File: src/rtl/bcd_scroll_source.sv
// bcd_scroll_source: three-digit up/down BCD event counter driven by three debounced buttons.
// Feeds hundreds/tens/ones digits plus a one-cycle update strobe to the scrolling display.
module bcd_scroll_source #(
  parameter int TICK_DIV   = 1000000,
  parameter int DEB_CYCLES = 500000
) (
  input  logic       clk,
  input  logic       rst_n,
  input  logic       btn_run,
  input  logic       btn_dir,
  input  logic       btn_clr,
  output logic [3:0] digit_a,
  output logic [3:0] digit_b,
  output logic [3:0] digit_c,
  output logic       upd,
  output logic       running,
  output logic       dir_down
);
  localparam int DW = $clog2(DEB_CYCLES + 1);
  localparam int TW = $clog2(TICK_DIV);
  typedef enum logic [1:0] {STOP, RUN, CLR} state_e;
  state_e state_q, state_d;
  logic [2:0] btn, s1_q, s2_q, lvl_q, lvl_d, prev_q, press_q;
  logic [TW-1:0] div_q, div_d;
  logic [3:0] a_q, a_d, b_q, b_d, c_q, c_d;
  logic dir_q, dir_d, upd_q, upd_d, tick, clr_go, cy_c, cy_b;

  function automatic logic [3:0] nxt(input logic [3:0] v, input logic dn);
    return dn ? (v == 4'd0 ? 4'd9 : v - 4'd1) : (v == 4'd9 ? 4'd0 : v + 4'd1);
  endfunction

  function automatic logic lim(input logic [3:0] v, input logic dn);
    return v == (dn ? 4'd0 : 4'd9);
  endfunction

  assign btn = {btn_clr, btn_dir, btn_run};

  // A new level is accepted only after DEB_CYCLES consecutive disagreeing samples
  for (genvar b = 0; b < 3; b++) begin : g_deb
    logic [DW-1:0] cnt_q, cnt_d;
    logic diff, hit;
    assign diff = s2_q[b] ^ lvl_q[b];
    assign hit = diff && cnt_q == DW'(DEB_CYCLES - 1);
    assign cnt_d = (diff && !hit) ? cnt_q + 1'b1 : '0;
    assign lvl_d[b] = hit ? s2_q[b] : lvl_q[b];
    always_ff @(posedge clk or negedge rst_n)
      if (!rst_n) cnt_q <= '0;
      else cnt_q <= cnt_d;
  end

  always_comb begin
    state_d = state_q == CLR ? STOP :
              press_q[2]     ? CLR :
              press_q[0]     ? (state_q == RUN ? STOP : RUN) : state_q;
  end

  // Clear beats a coincident tick; divider restarts whenever RUN is (re)entered
  assign tick   = state_q == RUN && div_q == TW'(TICK_DIV - 1);
  assign clr_go = state_d == CLR;
  assign div_d  = (tick || state_q != RUN || state_d != RUN) ? '0 : div_q + 1'b1;
  assign cy_c   = lim(c_q, dir_q);
  assign cy_b   = cy_c && lim(b_q, dir_q);
  assign c_d    = clr_go ? '0 : tick ? nxt(c_q, dir_q) : c_q;
  assign b_d    = clr_go ? '0 : tick && cy_c ? nxt(b_q, dir_q) : b_q;
  assign a_d    = clr_go ? '0 : tick && cy_b ? nxt(a_q, dir_q) : a_q;
  assign upd_d  = clr_go ? |{a_q, b_q, c_q} : tick;
  assign dir_d  = dir_q ^ press_q[1];

  always_ff @(posedge clk or negedge rst_n) begin
    if (!rst_n) begin
      s1_q    <= '0;
      s2_q    <= '0;
      lvl_q   <= '0;
      prev_q  <= '0;
      press_q <= '0;
      state_q <= STOP;
      div_q   <= '0;
      a_q     <= '0;
      b_q     <= '0;
      c_q     <= '0;
      dir_q   <= 1'b0;
      upd_q   <= 1'b0;
    end else begin
      s1_q    <= btn;
      s2_q    <= s1_q;
      lvl_q   <= lvl_d;
      prev_q  <= lvl_q;
      press_q <= lvl_q & ~prev_q;
      state_q <= state_d;
      div_q   <= div_d;
      a_q     <= a_d;
      b_q     <= b_d;
      c_q     <= c_d;
      dir_q   <= dir_d;
      upd_q   <= upd_d;
    end
  end

  assign digit_a  = a_q;
  assign digit_b  = b_q;
  assign digit_c  = c_q;
  assign upd      = upd_q;
  assign running  = state_q == RUN;
  assign dir_down = dir_q;
endmodule

File: config.mk
export PLATFORM = sky130hd
export DESIGN_NAME = bcd_scroll_source
export DESIGN_NICKNAME = d
export VERILOG_FILES = /design/src/rtl/bcd_scroll_source.sv
export SDC_FILE = /design/constraint.sdc
export NUM_CORES = 1
export LEC_CHECK = 0
export ABC_AREA = 1
export CORE_MARGIN = 4
export CORE_UTILIZATION = 46
export CTS_BUF_LIST = sky130_fd_sc_hd__clkbuf_16
export CTS_CLUSTER_SIZE = 10
export DETAILED_ROUTE_END_ITERATION = 8
export PLACE_DENSITY = 0.61
export SLEW_MARGIN = 20
export SYNTH_ARGS = -nofsm -noshare
export SYNTH_HDL_FRONTEND = slang
export SYNTH_SLANG_ARGS = --single-unit
File: constraint.sdc
create_clock -name clk -period 2.49 [get_ports clk]
set_clock_uncertainty 0.2 [all_clocks]
set_input_delay 0.498 -clock clk [delete_from_list [all_inputs] [get_ports clk]]
set_output_delay 0.498 -clock clk [all_outputs]
set_load 0.03 [all_outputs]
==> metrics.md, run 1 <==
| Metric | Value |
|---|---|
| Fmax | `0.434 GHz` |
| Final setup viols | `0` |
| DP Cell Count | `around 1000` |
| Routed WL | `12200 um` |
| Tcrit/Tclk final | `0.926` |
| Clock Latency Late Sink | `0.36 ns` |
| Max incr delay on CP | `about 0.7 ns` |
| Mean post-synth cell area | `7.46 um^2` |
| TNS Setup | `0 ns` |
| Commonest non-fill, non-tap cells in the layout | `nand2_1 (180), nor2_1 (166), dfrtp_1 (108)` |
| Final min period | `around 2.3 ns` |
| Hold Crit Class | `flop to flop` |
| Sequential fraction of the synthesis area | `0.451` |
| Setup CP Type | `flop to output port` |
| Vias | `between 5000 and 6000` |
| CP arrival | `between 1.5 and 2 ns` |
| Number of placement rows | `41` |
| Core area | `12700 um^2` |
| Clock sink count | `108` |
| Die height | `122 um` |
| ANT nets after route | `0` |
| Synthesized flop and latch total | `between 100 and 150` |
| Worst Setup End Kind | `output port` |
| CP Launch Type | `flop` |
| Die Width | `122 um` |
| Num CTS Buffers | `9` |
| Initial antenna violation count | `0` |
| Max-slew violations | `0` |
| PD cells | `492 nW/um^2` |
| Pre-antenna DRT Iters | `6` |
| Total track usage | `0.179` |
| Worst-path fanout max | `4` |
| Post-Syn Area | `5990 um^2` |
| CTS root buffer | `clkbuf_16` |
| Rel. slew slack | `0.618` |
| Remaining DRCs | `0` |
| Area grow syn2layout | `11.8%` |
| CP max stage cell | `clkdlybuf4s50_1` |
| Global route overflow | `0` |
| Synth cell types | `32` |
| Die area | `14900 um^2` |
| N_diodes | `0` |
| Pin count of the biggest net entering global routing | `46` |
| Ratio of cells with drive above 1 in the final layout | `0.0489` |
| Global-route wire length before repair | `around 22000 um` |
| CP cell instances | `inv_1, nor2_4, clkdlybuf4s50_1` |
| Worst Path Required | `1.79 ns` |
| CTS tree | `done` |
| Clock Tree Buf Depth | `2` |
| Syn Inst Count | `around 800` |
| Top Ports | `20` |
| Status | `complete, no violations` |
| M1 wire length | `5890 um` |
| Vias per Instance | `5.04` |
| VDD IR max | `0.368 mV` |
| Final net count | `854` |
| Synthesis Warnings | `0` |
| Vias in the first global route | `~4800` |
| Slew at the pin closest to its max-slew limit | `0.573 ns` |
| Fin. Hold Viols | `0` |
| Pleak | `3.04 nW` |
| Setup Buffers After CTS | `0` |
| Maxcap violations | `0` |
| Initial DRC Count | `318` |
| Non-Filler Instances | `1011` |
| Drt wl/cell | `roughly 12 um` |
| DR top layer | `met4` |
| Routed wl met3 | `about 520 um` |
| Placed wire-length estimate | `approximately 9000 um` |
| Starting Density | `0.473` |
| Commonest non-fill, non-tap cell in the layout | `nand2_1` |
| RSZ-0062 raised after global routing | `no` |
| PortBufs | `19` |
| RePlAce Congestion | `0.934` |
| Syn_nets | `about 820` |
| H-tree depth | `3` |
| Worst reg2reg setup slack | `0.53 ns` |
| Clk slew on worst S/H paths | `about 0.070 ns` |
| Met2 routed WL | `5670 um` |
==> power by group <==
part	leakage, nW	switching (mW)	internal, mW
Sequential	1.49	0.0114	1.77
Combinational	1.41	0.0660	0.0266
Clock	0.140	0.647	0.777
==> routing by layer <==
layer	track usage	up-vias
met3	0.0497	10
met1	0.237	2393
met5	0	-
met2	0.289	86
li1	-	2604
met4	0.0490	0
==> timing repair <==
action                     in CTS  in global routing
hold buffers                    1                  0
resized for setup               0                  0
setup endpoints to repair       0                  0
hold endpoints to repair       40                  0
==> critical path: cells and delay by family (launching register included) <==
kind / cells / cell delay, ns
simple gates: 1 / 0.12
flops: 1 / 0.36
buf+inv: 2 / 0.77
==> final timing paths <==
kind | cells past startpoint | startpoint | to
worst max-delay path | 3 | state_q[0] | running
worst min-delay path | 0 | s1_q[2] | s2_q[2]
worst max register to register | 8 | state_q[1] | digit_b[3]
worst min register to register | 0 | s1_q[2] | s2_q[2]
max in group asynchronous | 3 | rst_n | g_deb[0].cnt_q[7]
min in group asynchronous | 2 | rst_n | div_q[11]
==> through the flow <==
stage / worst slack [ns] / util / hold WS, ns / power (mW) / area, um^2
after global routing: 0.0842 / 0.529 / 0.163 / 3.44 / 6700
final: 0.183 / 0.529 / 0.141 / 3.30 / 6700
after detailed placement: 0.543 / 0.505 / 0.139 / 1.91 / 6400
after CTS: 0.154 / 0.529 / 0.149 / 3.35 / 6700
after floorplan: 0.679 / - / 0.00241 / 1.85 / 5990
after global placement: 0.565 / 0.505 / 0.137 / 1.91 / 6400
==> sequential cells by signal, indices dropped and copies added, names as in the netlist <==
name / count
prev_q: 3
digit_b: 4
digit_a: 4
s2_q: 3
upd: 1
state_q: 2
dir_down: 1
div_q: 20
digit_c: 4
s1_q: 3
press_q: 3
g_deb.cnt_q: 57
lvl_q: 3
==> cells in the mapped netlist <==
| master | n | share of area |
|---|---|---|
| nor2_1 | 166 | 0.10 |
| nand2_2 | 4 | 0.0042 |
| o21ai_2 | 1 | 0.0015 |
| nor3b_1 | 3 | 0.0038 |
| a31oi_1 | 3 | 0.0031 |
| xnor2_1 | 7 | 0.010 |
| a21oi_1 | 24 | 0.020 |
| ha_1 | 14 | 0.029 |
| o21bai_1 | 1 | 0.0013 |
| nand2_4 | 2 | 0.0038 |
| buf_2 | 3 | 0.0025 |
| o31ai_1 | 1 | 0.0013 |
| inv_2 | 3 | 0.0019 |
| o211ai_1 | 2 | 0.0025 |
| nor3_4 | 1 | 0.0027 |
| nor4_1 | 2 | 0.0021 |
| nand3_1 | 76 | 0.064 |
| nor3_2 | 2 | 0.0033 |
| o21a_1 | 2 | 0.0025 |
| nor2_4 | 2 | 0.0038 |
| nor3_1 | 33 | 0.028 |
| a211oi_1 | 1 | 0.0013 |
| xor2_1 | 27 | 0.039 |
| buf_6 | 2 | 0.0038 |
| o21ai_0 | 13 | 0.011 |
| buf_4 | 3 | 0.0038 |
| nand2_1 | 180 | 0.11 |
| nor2_2 | 2 | 0.0021 |
| nand4_1 | 16 | 0.017 |
| and2_1 | 3 | 0.0031 |
| inv_1 | 96 | 0.060 |
| dfrtp_1 | 108 | 0.45 |
==> kinds of logic after synthesis <==
kind of cell	share of synthesized area
and+or+nand+nor	0.353
xor gates and xnor gates	0.0497
buffers and inverters	0.0721
adders and majority gates	0.0292
AOI/OAI and AO/OA	0.0443
DFF	0.451
==> layout make-up <==
class,count,area [um^2]
clock buffers,9,225
inverters,99,372
clock inverters,6,63.8
well taps,172,215
flip-flops and latches,108,2700
fillers,1240,5970
repair buffers,29,265
multi-input cells,588,2860
Power figures use the tool's default switching activity.
==> run 2, diff against run 1 <==
PLACE_DENSITY = 0.63   (was 0.61)
SETUP_SLACK_MARGIN = 0.2   (was not set)
clock period = 2.12 ns   (was 2.49 ns; I/O delays follow)
==> run 2 against run 1 <==
Largest power group unchanged. Worst setup slack improved by 0.085 ns. Highest routed layer unchanged. Combinational power rose by 43%. Largest cell class unchanged. Register-to-register slack got worse by 0.21 ns. Design area rose by 3.6%. Total power rose by 14%.
==> metrics.md, run 2 (synthesis results as in run 1) <==
| Metric | Value |
|---|---|
| Status | `complete, no violations (unchanged)` |
| Maxcap violations | `0 (unchanged)` |
| Pin count of the biggest net entering global routing | `75 (was 46)` |
| DP Cell Count | `996 (was 995)` |
| Pleak | `3.19 nW (was 3.04 nW)` |
| PortBufs | `19 (unchanged)` |
| CP cell instances | `clkdlybuf4s15_1 (was inv_1, nor2_4, clkdlybuf4s50_1)` |
| Worst-path fanout max | `6 (was 4)` |
| Final net count | `869 (was 854)` |
| RSZ-0062 raised after global routing | `yes (was no)` |
| Clk slew on worst S/H paths | `0.07 ns (about the same)` |
| Worst Path Required | `1.50 ns (was 1.79 ns)` |
| Drt wl/cell | `12.1 um (about the same)` |
| CP max stage cell | `dfrtp_1 (was clkdlybuf4s50_1)` |
| Initial DRC Count | `387 (was 318)` |
| Fin util | `0.548 (was 0.529)` |
| Vias | `5158 (was 5093)` |
| Hold Crit Class | `flop to flop (unchanged)` |
| Initial antenna violation count | `0 (unchanged)` |
| VDD IR max | `0.569 mV (was 0.368 mV)` |
| Final setup margin | `0.269 ns (was 0.183 ns)` |
| Ratio of cells with drive above 1 in the final layout | `0.0982 (was 0.0489)` |
| Max incr delay on CP | `0.47 ns (was 0.69 ns)` |
| Setup CP Type | `flop to output port (unchanged)` |
| CP arrival | `1.23 ns (was 1.61 ns)` |
| Number of placement rows | `41 (unchanged)` |
| Non-Filler Instances | `1027 (was 1011)` |
| Slew at the pin closest to its max-slew limit | `0.983 ns (was 0.573 ns)` |
| Area grow syn2layout | `15.8% (was 11.8%)` |
| Clock Tree Buf Depth | `2 (unchanged)` |
| Num CTS Buffers | `9 (unchanged)` |
| Die Width | `122 um (unchanged)` |
| Die area | `14900 um^2 (unchanged)` |
| CP delay by family, top | `flip-flops (was buffers and inverters)` |
| Clock Latency Late Sink | `0.35 ns (was 0.36 ns)` |
| N_diodes | `0 (unchanged)` |
| Commonest non-fill, non-tap cells in the layout | `nand2_1 (177), nor2_1 (161), dfrtp_1 (106) (was nand2_1 (180), nor2_1 (166), dfrtp_1 (108))` |
| TNS Setup | `0 ns (unchanged)` |
| Biggest regs | `g_deb.cnt_q (57), div_q (20) (unchanged)` |
| H-tree depth | `3 (unchanged)` |
| Global route overflow | `0 (unchanged)` |
| Starting Density | `0.473 (unchanged)` |
| Max FFs per register | `57 (unchanged)` |
| Global-route wire length before repair | `21200 um (was 21500 um)` |
| Final min period | `1.85 ns` |
| Pre-antenna DRT Iters | `6 (unchanged)` |
| Clock sink count | `108 (unchanged)` |
| CP Launch Type | `flop (unchanged)` |
| Worst slack, placed | `0.230 ns (was 0.543 ns)` |
| RePlAce Congestion | `0.904 (was 0.934)` |
| CTS root buffer | `clkbuf_16 (unchanged)` |
| Fmax | `0.540 GHz` |
| Rel. slew slack | `0.342 (was 0.618)` |
| ANT nets after route | `0 (unchanged)` |
| Fillers | `1209 (was 1240)` |
| Max-slew violations | `0 (unchanged)` |
| Commonest non-fill, non-tap cell in the layout | `nand2_1 (unchanged)` |
| Core area | `12700 um^2 (unchanged)` |
| Placed wire-length estimate | `8890 um (was 9000 um)` |
| Fin. Hold Viols | `0 (unchanged)` |
| Remaining DRCs | `0 (unchanged)` |
| Final setup viols | `0 (unchanged)` |
| Vias per Instance | `5.02 (was 5.04)` |
| Die height | `122 um (unchanged)` |
| Buf/Inv on CP | `1 (was 2)` |
| Top Ports | `20 (unchanged)` |
| Vias in the first global route | `4771 (was 4805)` |
| Worst Setup End Kind | `output port (unchanged)` |
| CTS tree | `done (unchanged)` |
| Top reg by flops | `g_deb.cnt_q (unchanged)` |
| PD cells | `540 nW/um^2 (was 492 nW/um^2)` |
| Total track usage | `0.173 (was 0.179)` |
| Routed WL | `12400 um (was 12200 um)` |
| Tcrit/Tclk final | `0.873` |
==> run 2: cell count changes in the layout (fill, tap and decap cells not counted), sizes merged <==
cell / previous run / this run
clkdlybuf4s15: 0 / 4
buf: 10 / 21
nand2: 186 / 189
dlygate4sd2: 0 / 5
clkinv: 2 / 5
clkdlybuf4s50: 18 / 3
inv: 101 / 100
clkbuf: 9 / 16
bufinv: 1 / 0
==> run 2: through the flow <==
step / hold slack [ns] / power [mW] / cell area (um^2)
final: 0.151 / 3.75 / 6940
after global routing: 0.162 / 3.93 / 6940
after CTS: 0.154 / 3.79 / 6690
after detailed placement: 0.138 / 2.24 / 6430
after global placement: 0.137 / 2.24 / 6430
after floorplan: -0.0716 / 2.18 / 5990
==> run 2: routing by layer <==
layer  vias up  part of all wire  GRT usage
met1      2408              0.48      0.226
li1       2649                 -          -
met5         -                 0          0
met4         0             0.011     0.0476
met2        89              0.47      0.286
met3        12             0.043     0.0427
==> run 2: layout make-up <==
| type | instances | area (um^2) | area share |
|---|---|---|---|
| multi-input combinational | 591 | 3020 | 0.436 |
| timing repair buffer | 41 | 352 | 0.0507 |
| clock buffer | 9 | 225 | 0.0325 |
| sequential | 108 | 2710 | 0.390 |
| tap | 172 | 215 | 0.0310 |
| clock inverter | 7 | 43.8 | 0.00631 |
| inverter | 99 | 375 | 0.0541 |
==> run 2: power by group <==
group          total, mW  internal, mW  switching [mW]
clock network       1.52         0.792           0.728
logic              0.132        0.0456          0.0865
registers           2.10          2.08          0.0166
==> run 2: path summary, 6_finish.rpt <==
| kind | slack [ns] | start | depth (start not counted) | end |
|---|---|---|---|---|
| worst max-delay path | 0.27 | digit_c[0] | 1 | digit_c[0] |
| worst max register to register | 0.32 | lvl_q[2] | 3 | g_deb[2].cnt_q[6] |
| min in group asynchronous | 0.38 | rst_n | 3 | div_q[11] |
| max in group asynchronous | 0.95 | rst_n | 3 | g_deb[0].cnt_q[1] |
| worst min register to register | 0.15 | s1_q[0] | 0 | s2_q[0] |
| worst min-delay path | 0.15 | s1_q[0] | 0 | s2_q[0] |
==> run 2: repair_timing <==
| item | 4_1_cts | 5_1_grt |
|---|---|---|
| hold endpoints to repair | 108 | 0 |
| pin swaps | 0 | 12 |
| setup buffers | 0 | 10 |
| gates resized for setup | 16 | 52 |
| setup endpoints to repair | 15 | 95 |
| hold buffers | 1 | 0 |
| cloned | 0 | 4 |
